==> src/rtl/dac128s085_rx_if.sv <==
// Bundles the DAC128S085 serial link pins and the decoded outputs of the receiver.
// slave: the receiver side (samples the link, drives decoded results).
// master: the link driver / monitor side.
interface dac128s085_rx_if #(
    parameter int CNT_W = 16
);
    logic             SYNC;
    logic             SCLK;
    logic             DIN;
    logic [11:0]      dac1;
    logic [11:0]      dac2;
    logic [11:0]      dac3;
    logic [11:0]      dac4;
    logic [11:0]      dac5;
    logic [11:0]      dac6;
    logic [11:0]      dac7;
    logic [11:0]      dac8;
    logic             wr_valid;
    logic [2:0]       wr_ch;
    logic [11:0]      wr_data;
    logic             cmd_valid;
    logic [15:0]      cmd_word;
    logic             frame_err;
    logic [CNT_W-1:0] frame_cnt;

    modport master (
        output SYNC, SCLK, DIN,
        input  dac1, dac2, dac3, dac4, dac5, dac6, dac7, dac8,
        input  wr_valid, wr_ch, wr_data, cmd_valid, cmd_word, frame_err, frame_cnt
    );

    modport slave (
        input  SYNC, SCLK, DIN,
        output dac1, dac2, dac3, dac4, dac5, dac6, dac7, dac8,
        output wr_valid, wr_ch, wr_data, cmd_valid, cmd_word, frame_err, frame_cnt
    );
endinterface

==> src/rtl/dac128s085_rx.sv <==
// Receive-side decoder for the DAC128S085 SYNC/SCLK/DIN link.
// Oversamples the link on clk, reassembles 16-bit MSB-first frames and keeps a
// shadow copy of the eight channel codes.
// Optional: define DAC_RX_GLITCH_FILTER_EN to add a 3-sample majority filter on
// the synchronized SYNC and SCLK (DIN delayed one stage to stay aligned).
module dac128s085_rx #(
    parameter int SYNC_STAGES = 2,
    parameter int CNT_W       = 16
) (
    input  logic            clk,
    input  logic            rst_n,
    dac128s085_rx_if.slave  bus
);

    typedef enum logic [1:0] {
        IDLE  = 2'd0,
        SHIFT = 2'd1,
        DONE  = 2'd2
    } state_t;

    logic [SYNC_STAGES-1:0] sync_pipe_q;
    logic [SYNC_STAGES-1:0] sclk_pipe_q;
    logic [SYNC_STAGES-1:0] din_pipe_q;

    logic sync_s;
    logic sclk_s;
    logic din_s;
    logic sclk_prev_q;
    logic sclk_fall;

    state_t           state_q;
    logic [15:0]      sreg_q;
    logic [15:0]      sreg_d;
    logic [4:0]       bit_cnt_q;
    logic             overrun_q;
    logic [11:0]      dac_q [8];
    logic             wr_valid_q;
    logic [2:0]       wr_ch_q;
    logic [11:0]      wr_data_q;
    logic             cmd_valid_q;
    logic [15:0]      cmd_word_q;
    logic             frame_err_q;
    logic [CNT_W-1:0] frame_cnt_q;

    // Input synchronizers; SYNC idles high, so its chain resets high to avoid a phantom frame start.
    always_ff @(posedge clk or negedge rst_n) begin
        if (!rst_n) begin
            sync_pipe_q <= '1;
            sclk_pipe_q <= '0;
            din_pipe_q  <= '0;
        end else begin
            sync_pipe_q <= {sync_pipe_q[SYNC_STAGES-2:0], bus.SYNC};
            sclk_pipe_q <= {sclk_pipe_q[SYNC_STAGES-2:0], bus.SCLK};
            din_pipe_q  <= {din_pipe_q[SYNC_STAGES-2:0],  bus.DIN};
        end
    end

`ifdef DAC_RX_GLITCH_FILTER_EN
    logic [1:0] sync_hist_q;
    logic [1:0] sclk_hist_q;
    logic       din_dly_q;

    // Sample history for the majority vote; DIN gets one delay stage to match the vote latency.
    always_ff @(posedge clk or negedge rst_n) begin
        if (!rst_n) begin
            sync_hist_q <= '1;
            sclk_hist_q <= '0;
            din_dly_q   <= 1'b0;
        end else begin
            sync_hist_q <= {sync_hist_q[0], sync_pipe_q[SYNC_STAGES-1]};
            sclk_hist_q <= {sclk_hist_q[0], sclk_pipe_q[SYNC_STAGES-1]};
            din_dly_q   <= din_pipe_q[SYNC_STAGES-1];
        end
    end

    // 2-of-3 majority rejects single-cycle glitches on SYNC and SCLK.
    always_comb begin
        sync_s = (sync_pipe_q[SYNC_STAGES-1] & sync_hist_q[0]) |
                 (sync_pipe_q[SYNC_STAGES-1] & sync_hist_q[1]) |
                 (sync_hist_q[0] & sync_hist_q[1]);
        sclk_s = (sclk_pipe_q[SYNC_STAGES-1] & sclk_hist_q[0]) |
                 (sclk_pipe_q[SYNC_STAGES-1] & sclk_hist_q[1]) |
                 (sclk_hist_q[0] & sclk_hist_q[1]);
        din_s  = din_dly_q;
    end
`else
    // Synchronizer outputs feed the edge detector directly.
    always_comb begin
        sync_s = sync_pipe_q[SYNC_STAGES-1];
        sclk_s = sclk_pipe_q[SYNC_STAGES-1];
        din_s  = din_pipe_q[SYNC_STAGES-1];
    end
`endif

    // Previous SCLK sample for falling-edge detection.
    always_ff @(posedge clk or negedge rst_n) begin
        if (!rst_n) begin
            sclk_prev_q <= 1'b0;
        end else begin
            sclk_prev_q <= sclk_s;
        end
    end

    // SCLK fall strobe and the shift register value it would load.
    always_comb begin
        sclk_fall = sclk_prev_q & ~sclk_s;
        sreg_d    = {sreg_q[14:0], din_s};
    end

    // Frame FSM: collects 16 bits, commits channel writes or commands, flags short/overrun frames.
    always_ff @(posedge clk or negedge rst_n) begin
        if (!rst_n) begin
            state_q     <= IDLE;
            sreg_q      <= '0;
            bit_cnt_q   <= '0;
            overrun_q   <= 1'b0;
            for (int unsigned i = 0; i < 8; i++) begin
                dac_q[i] <= '0;
            end
            wr_valid_q  <= 1'b0;
            wr_ch_q     <= '0;
            wr_data_q   <= '0;
            cmd_valid_q <= 1'b0;
            cmd_word_q  <= '0;
            frame_err_q <= 1'b0;
            frame_cnt_q <= '0;
        end else begin
            wr_valid_q  <= 1'b0;
            cmd_valid_q <= 1'b0;
            frame_err_q <= 1'b0;
            case (state_q)
                IDLE: begin
                    // A coincident SCLK fall is deliberately not looked at here.
                    if (!sync_s) begin
                        state_q   <= SHIFT;
                        bit_cnt_q <= '0;
                        sreg_q    <= '0;
                        overrun_q <= 1'b0;
                    end
                end
                SHIFT: begin
                    // SYNC rise is tested first so a coincident SCLK fall is not counted.
                    if (sync_s) begin
                        frame_err_q <= 1'b1;
                        sreg_q      <= '0;
                        bit_cnt_q   <= '0;
                        state_q     <= IDLE;
                    end else if (sclk_fall) begin
                        sreg_q    <= sreg_d;
                        bit_cnt_q <= bit_cnt_q + 5'd1;
                        if (bit_cnt_q == 5'd15) begin
                            if (sreg_d[15]) begin
                                cmd_word_q  <= sreg_d;
                                cmd_valid_q <= 1'b1;
                            end else begin
                                dac_q[sreg_d[14:12]] <= sreg_d[11:0];
                                wr_ch_q     <= sreg_d[14:12];
                                wr_data_q   <= sreg_d[11:0];
                                wr_valid_q  <= 1'b1;
                                frame_cnt_q <= frame_cnt_q + CNT_W'(1);
                            end
                            state_q <= DONE;
                        end
                    end
                end
                DONE: begin
                    if (sync_s) begin
                        frame_err_q <= overrun_q;
                        overrun_q   <= 1'b0;
                        state_q     <= IDLE;
                    end else if (sclk_fall) begin
                        overrun_q <= 1'b1;
                    end
                end
                default: state_q <= IDLE;
            endcase
        end
    end

    assign bus.dac1      = dac_q[0];
    assign bus.dac2      = dac_q[1];
    assign bus.dac3      = dac_q[2];
    assign bus.dac4      = dac_q[3];
    assign bus.dac5      = dac_q[4];
    assign bus.dac6      = dac_q[5];
    assign bus.dac7      = dac_q[6];
    assign bus.dac8      = dac_q[7];
    assign bus.wr_valid  = wr_valid_q;
    assign bus.wr_ch     = wr_ch_q;
    assign bus.wr_data   = wr_data_q;
    assign bus.cmd_valid = cmd_valid_q;
    assign bus.cmd_word  = cmd_word_q;
    assign bus.frame_err = frame_err_q;
    assign bus.frame_cnt = frame_cnt_q;

endmodule

==> src/flat_wrapper.sv <==
// flat-port wrapper written by rule: the top's interface ports become plain ports
module dac128s085_rx_flat 
#(
    parameter int SYNC_STAGES = 2,
    parameter int CNT_W       = 16
)
  (clk, rst_n, bus_SYNC, bus_SCLK, bus_DIN, bus_dac1, bus_dac2, bus_dac3, bus_dac4, bus_dac5, bus_dac6, bus_dac7, bus_dac8, bus_wr_valid, bus_wr_ch, bus_wr_data, bus_cmd_valid, bus_cmd_word, bus_frame_err, bus_frame_cnt);
  dac128s085_rx_if #(.CNT_W(CNT_W)) bus_i ();
  input  logic clk;
  input  logic rst_n;
  input wire logic [$bits(bus_i.SYNC)-1:0] bus_SYNC;
  input wire logic [$bits(bus_i.SCLK)-1:0] bus_SCLK;
  input wire logic [$bits(bus_i.DIN)-1:0] bus_DIN;
  output wire logic [$bits(bus_i.dac1)-1:0] bus_dac1;
  output wire logic [$bits(bus_i.dac2)-1:0] bus_dac2;
  output wire logic [$bits(bus_i.dac3)-1:0] bus_dac3;
  output wire logic [$bits(bus_i.dac4)-1:0] bus_dac4;
  output wire logic [$bits(bus_i.dac5)-1:0] bus_dac5;
  output wire logic [$bits(bus_i.dac6)-1:0] bus_dac6;
  output wire logic [$bits(bus_i.dac7)-1:0] bus_dac7;
  output wire logic [$bits(bus_i.dac8)-1:0] bus_dac8;
  output wire logic [$bits(bus_i.wr_valid)-1:0] bus_wr_valid;
  output wire logic [$bits(bus_i.wr_ch)-1:0] bus_wr_ch;
  output wire logic [$bits(bus_i.wr_data)-1:0] bus_wr_data;
  output wire logic [$bits(bus_i.cmd_valid)-1:0] bus_cmd_valid;
  output wire logic [$bits(bus_i.cmd_word)-1:0] bus_cmd_word;
  output wire logic [$bits(bus_i.frame_err)-1:0] bus_frame_err;
  output wire logic [$bits(bus_i.frame_cnt)-1:0] bus_frame_cnt;
  assign bus_i.SYNC = bus_SYNC;
  assign bus_i.SCLK = bus_SCLK;
  assign bus_i.DIN = bus_DIN;
  assign bus_dac1 = bus_i.dac1;
  assign bus_dac2 = bus_i.dac2;
  assign bus_dac3 = bus_i.dac3;
  assign bus_dac4 = bus_i.dac4;
  assign bus_dac5 = bus_i.dac5;
  assign bus_dac6 = bus_i.dac6;
  assign bus_dac7 = bus_i.dac7;
  assign bus_dac8 = bus_i.dac8;
  assign bus_wr_valid = bus_i.wr_valid;
  assign bus_wr_ch = bus_i.wr_ch;
  assign bus_wr_data = bus_i.wr_data;
  assign bus_cmd_valid = bus_i.cmd_valid;
  assign bus_cmd_word = bus_i.cmd_word;
  assign bus_frame_err = bus_i.frame_err;
  assign bus_frame_cnt = bus_i.frame_cnt;
  dac128s085_rx #(.SYNC_STAGES(SYNC_STAGES), .CNT_W(CNT_W)) u_core (.clk(clk), .rst_n(rst_n), .bus(bus_i));
endmodule
==> config.mk <==
export PLATFORM = sky130hd
export DESIGN_NAME = dac128s085_rx_flat
export DESIGN_NICKNAME = d
export VERILOG_FILES = /design/src/rtl/dac128s085_rx_if.sv /design/src/rtl/dac128s085_rx.sv /design/src/flat_wrapper.sv
export SDC_FILE = /design/constraint.sdc
export NUM_CORES = 1
export LEC_CHECK = 0
export CAP_MARGIN = 40
export CORE_AREA = 3 3 131 108
export DETAILED_ROUTE_END_ITERATION = 6
export DIE_AREA = 0 0 134 111
export PLACE_DENSITY_LB_ADDON = 0.3
export SKIP_CTS_REPAIR_TIMING = 1
export SYNTH_ARGS = -nofsm -noshare
export SYNTH_HDL_FRONTEND = slang
export SYNTH_SLANG_ARGS = --single-unit
==> constraint.sdc <==
create_clock -name clk -period 7.36 [get_ports clk]
set_input_delay 0.736 -clock clk [delete_from_list [all_inputs] [get_ports clk]]
set_output_delay 0.736 -clock clk [all_outputs]
set_load 0.05 [all_outputs]
==> metrics.yaml <==
outcome:
  outcome: "finished clean"
synthesis:
  yosys.cell_types.count: 44
  synth-main-ff-cell: "dfrtp_1"
  ys_seq_elements: 176
  syn_avg_cell_area_um2: 13.5
  synth_warnings: 0
  synthCells: 515
  seq_area_frac_synth_pct: 63.3
  async_flop_share_pct: 100
  syn_area_mm2: 0.00696
  syn_nets: 526
  synth_edf_count: 0
worst_setup_path:
  critPathTopFamily: "simple AND/OR/NAND/NOR gates"
  startpoint: "u_core.bit_cnt_q[0]$_DFFE_PN0P_"
  timing.rr.end: "u_core.bus.dac7[1]$_DFFE_PN0P_"
  critPathBufInv: 1
  cp.arrival_ns: 3.51
  crit_slowest_cell: "nand4b_1"
  worst-path-stages: 8
  r2r_setup_slack_ns: 4.16
  worstPathCellList: "ha_1 > and3_1 > ha_1 > nand3b_1 > or3_4 > inv_2 > nand4b_1 > mux2_2"
  slowest_delay_ns: 0.60
  cp.required_ns: 7.67
  path_max_fanout: 22
  setup.worst_path.end_class: "flip-flop"
  crit_type: "flip-flop to flip-flop"
  rr_worst_depth: 8
  r2r-start: "u_core.bit_cnt_q[0]$_DFFE_PN0P_"
  cpMostUsedCell: "ha_1"
  start_kind: "flip-flop"
  crit_end: "u_core.bus.dac7[1]$_DFFE_PN0P_"
flow_run:
  maxCapViolCount: 0
timing:
  period_share_pct: 43.5
  rsz0062_at_grt: "no"
  slew_headroom_pct: 39.6
  tightest_slew_ns: 0.905
  min_period_ns: 3.20
  max_freq_ghz: 0.313
  skew_ns: 0.00648
  hold_violations: 0
  drv_slew: 0
  fin_tns_setup_ns: 0
  setup_viol: 0
clocking:
  h-tree-depth: 4
  root_buffer: "clkbuf_16"
  cts_tree: "yes"
  numCtsBuffers: 17
  clock_path_buffers: 2
  path_clk_slew_ns: 0.06
  clock_latency_ns: 0.43
  clock-sinks: 176
finish:
  drive_above_1_share_pct: 23.5
  mostFrequentLayoutCell: "dfrtp_1"
  synthToLayoutAreaGrowth_pct: 32.1
  final_cells: 842
  final_cell_mix: "dfrtp_1 (174), clkdlybuf4s50_1 (149), mux2_2 (112), nand2_1 (90), o21ai_0 (21)"
  diodes: 0
  nets: 665
  nFillCells: 875
global_routing:
  antenna_found_initial: 0
  grt_max_degree: 99
  track_usage_pct: 24.2
  grt_pass1_vias: 4890
  globalRouteOverflowTotal: 0
  grt_pass1_wl_mm: 27.4
floorplan:
  initial_utilization_pct: 54.3
  die_area_mm2: 0.0149
  die_h_um: 111
  core_mm2: 0.0128
  die_w_um: 134
  num_rows: 37
  ios: 151
route:
  first_pass_iters: 4
  ant_nets: 0
  drc: 0
  num_vias: 4512
  drt_iter0_drc: 147
  finalWirelength_mm: 16.7
  vias_per_cell: 5.36
  wl_per_cell_um: 19.8
placed_design:
  dpl.hpwl_mm: 11.1
  io_buffers: 150
  placedCellCount: 810
  place.gp.congestion: 0.814
power:
  p_per_area_mw_per_mm2: 226
  leakagePower_uw: 0.00437
  vdd_drop_max_v: 0.000206
worst_hold_path:
  holdCritPathClass: "input port to async pin"
-- through the flow --
stage	utilization (%)	instance area [um^2]	hold WS [ns]	power, uW	setup WS [ns]
final	71.7	9200	0.349	2080	4.16
after global routing	71.7	9200	0.365	2160	3.90
after CTS	71.7	9200	0.353	2100	4.17
after detailed placement	66.9	8580	0.336	1160	4.20
after global placement	66.3	8510	0.338	1130	4.35
after floorplan	-	6960	0.331	1090	5.02
-- synth_stat cells (2+ instances only) --
library cell	number	area share, %
nand3b_1	2	0.22
nor2b_1	2	0.18
buf_4	2	0.22
nand4_1	5	0.45
and4_1	2	0.25
nand4b_1	2	0.25
nand2_1	90	4.9
xnor2_1	9	1.1
nor2_1	6	0.32
mux2_2	112	18
ha_1	6	1.1
a21oi_1	3	0.22
nor3_1	2	0.14
mux2i_1	2	0.29
o21ai_0	21	1.5
inv_1	4	0.22
xor2_1	6	0.75
buf_6	5	0.81
nand3_1	5	0.36
dfrtp_1	174	63
buf_2	8	0.58
and3_1	3	0.27
dfstp_2	2	0.75
clkbuf_1	21	1.1
nor4b_4	2	0.68
-- per-layer routing --
layer  part of all wire [%]  vias up  track usage (%)
li1                       -     2030                -
met1                     40     2317             29.5
met2                     49      137             38.5
met3                    9.2       28             10.2
met4                    2.1        0             9.25
met5                      0        -                0
-- how the worst min path moves through the flow --
stage                               startpoint                                    to  slack [ns]  cells after the start
6_report                                 rst_n  u_core.bus.frame_cnt[10]$_DFFE_PN0P_        0.35                      1
5_1_grt        u_core.sync_pipe_q[0]$_DFF_PN1_       u_core.sync_pipe_q[1]$_DFF_PN1_        0.36                      0
4_1_cts         u_core.din_pipe_q[0]$_DFF_PN0_        u_core.din_pipe_q[1]$_DFF_PN0_        0.35                      0
3_5_place_dp    u_core.din_pipe_q[0]$_DFF_PN0_        u_core.din_pipe_q[1]$_DFF_PN0_        0.34                      0
3_3_place_gp   u_core.sclk_pipe_q[0]$_DFF_PN0_       u_core.sclk_pipe_q[1]$_DFF_PN0_        0.34                      0
2_1_floorplan   u_core.din_pipe_q[0]$_DFF_PN0_        u_core.din_pipe_q[1]$_DFF_PN0_        0.33                      0
-- cell type report --
| cell class | count | area (um^2) | area share, % |
|---|---|---|---|
| Clock buffer | 28 | 527 | 5.73 |
| Clock inverter | 4 | 95.1 | 1.03 |
| Inverter | 5 | 18.8 | 0.204 |
| Multi-Input combinational cell | 298 | 2350 | 25.6 |
| Sequential cell | 176 | 4410 | 47.9 |
| Tap cell | 175 | 219 | 2.38 |
| Timing Repair Buffer | 156 | 1580 | 17.2 |
-- kinds of logic after synthesis --
family / Yosys count / share of synthesized area (%)
AO/OA/AOI/OAI: 30 / 2.41
AND/OR/NAND/NOR: 133 / 9.92
buffers and inverters: 41 / 3.00
flip-flops: 176 / 63.3
XOR/XNOR: 15 / 1.89
adder cells (fa/ha/maj): 6 / 1.08
multiplexers: 114 / 18.4
-- power breakdown --
group	switching [uW]	internal [uW]	total, uW
clock network	350	588	938
registers	28.3	979	1010
logic	90.8	41.0	132
Note: power is estimated with default switching activity, not from simulation.
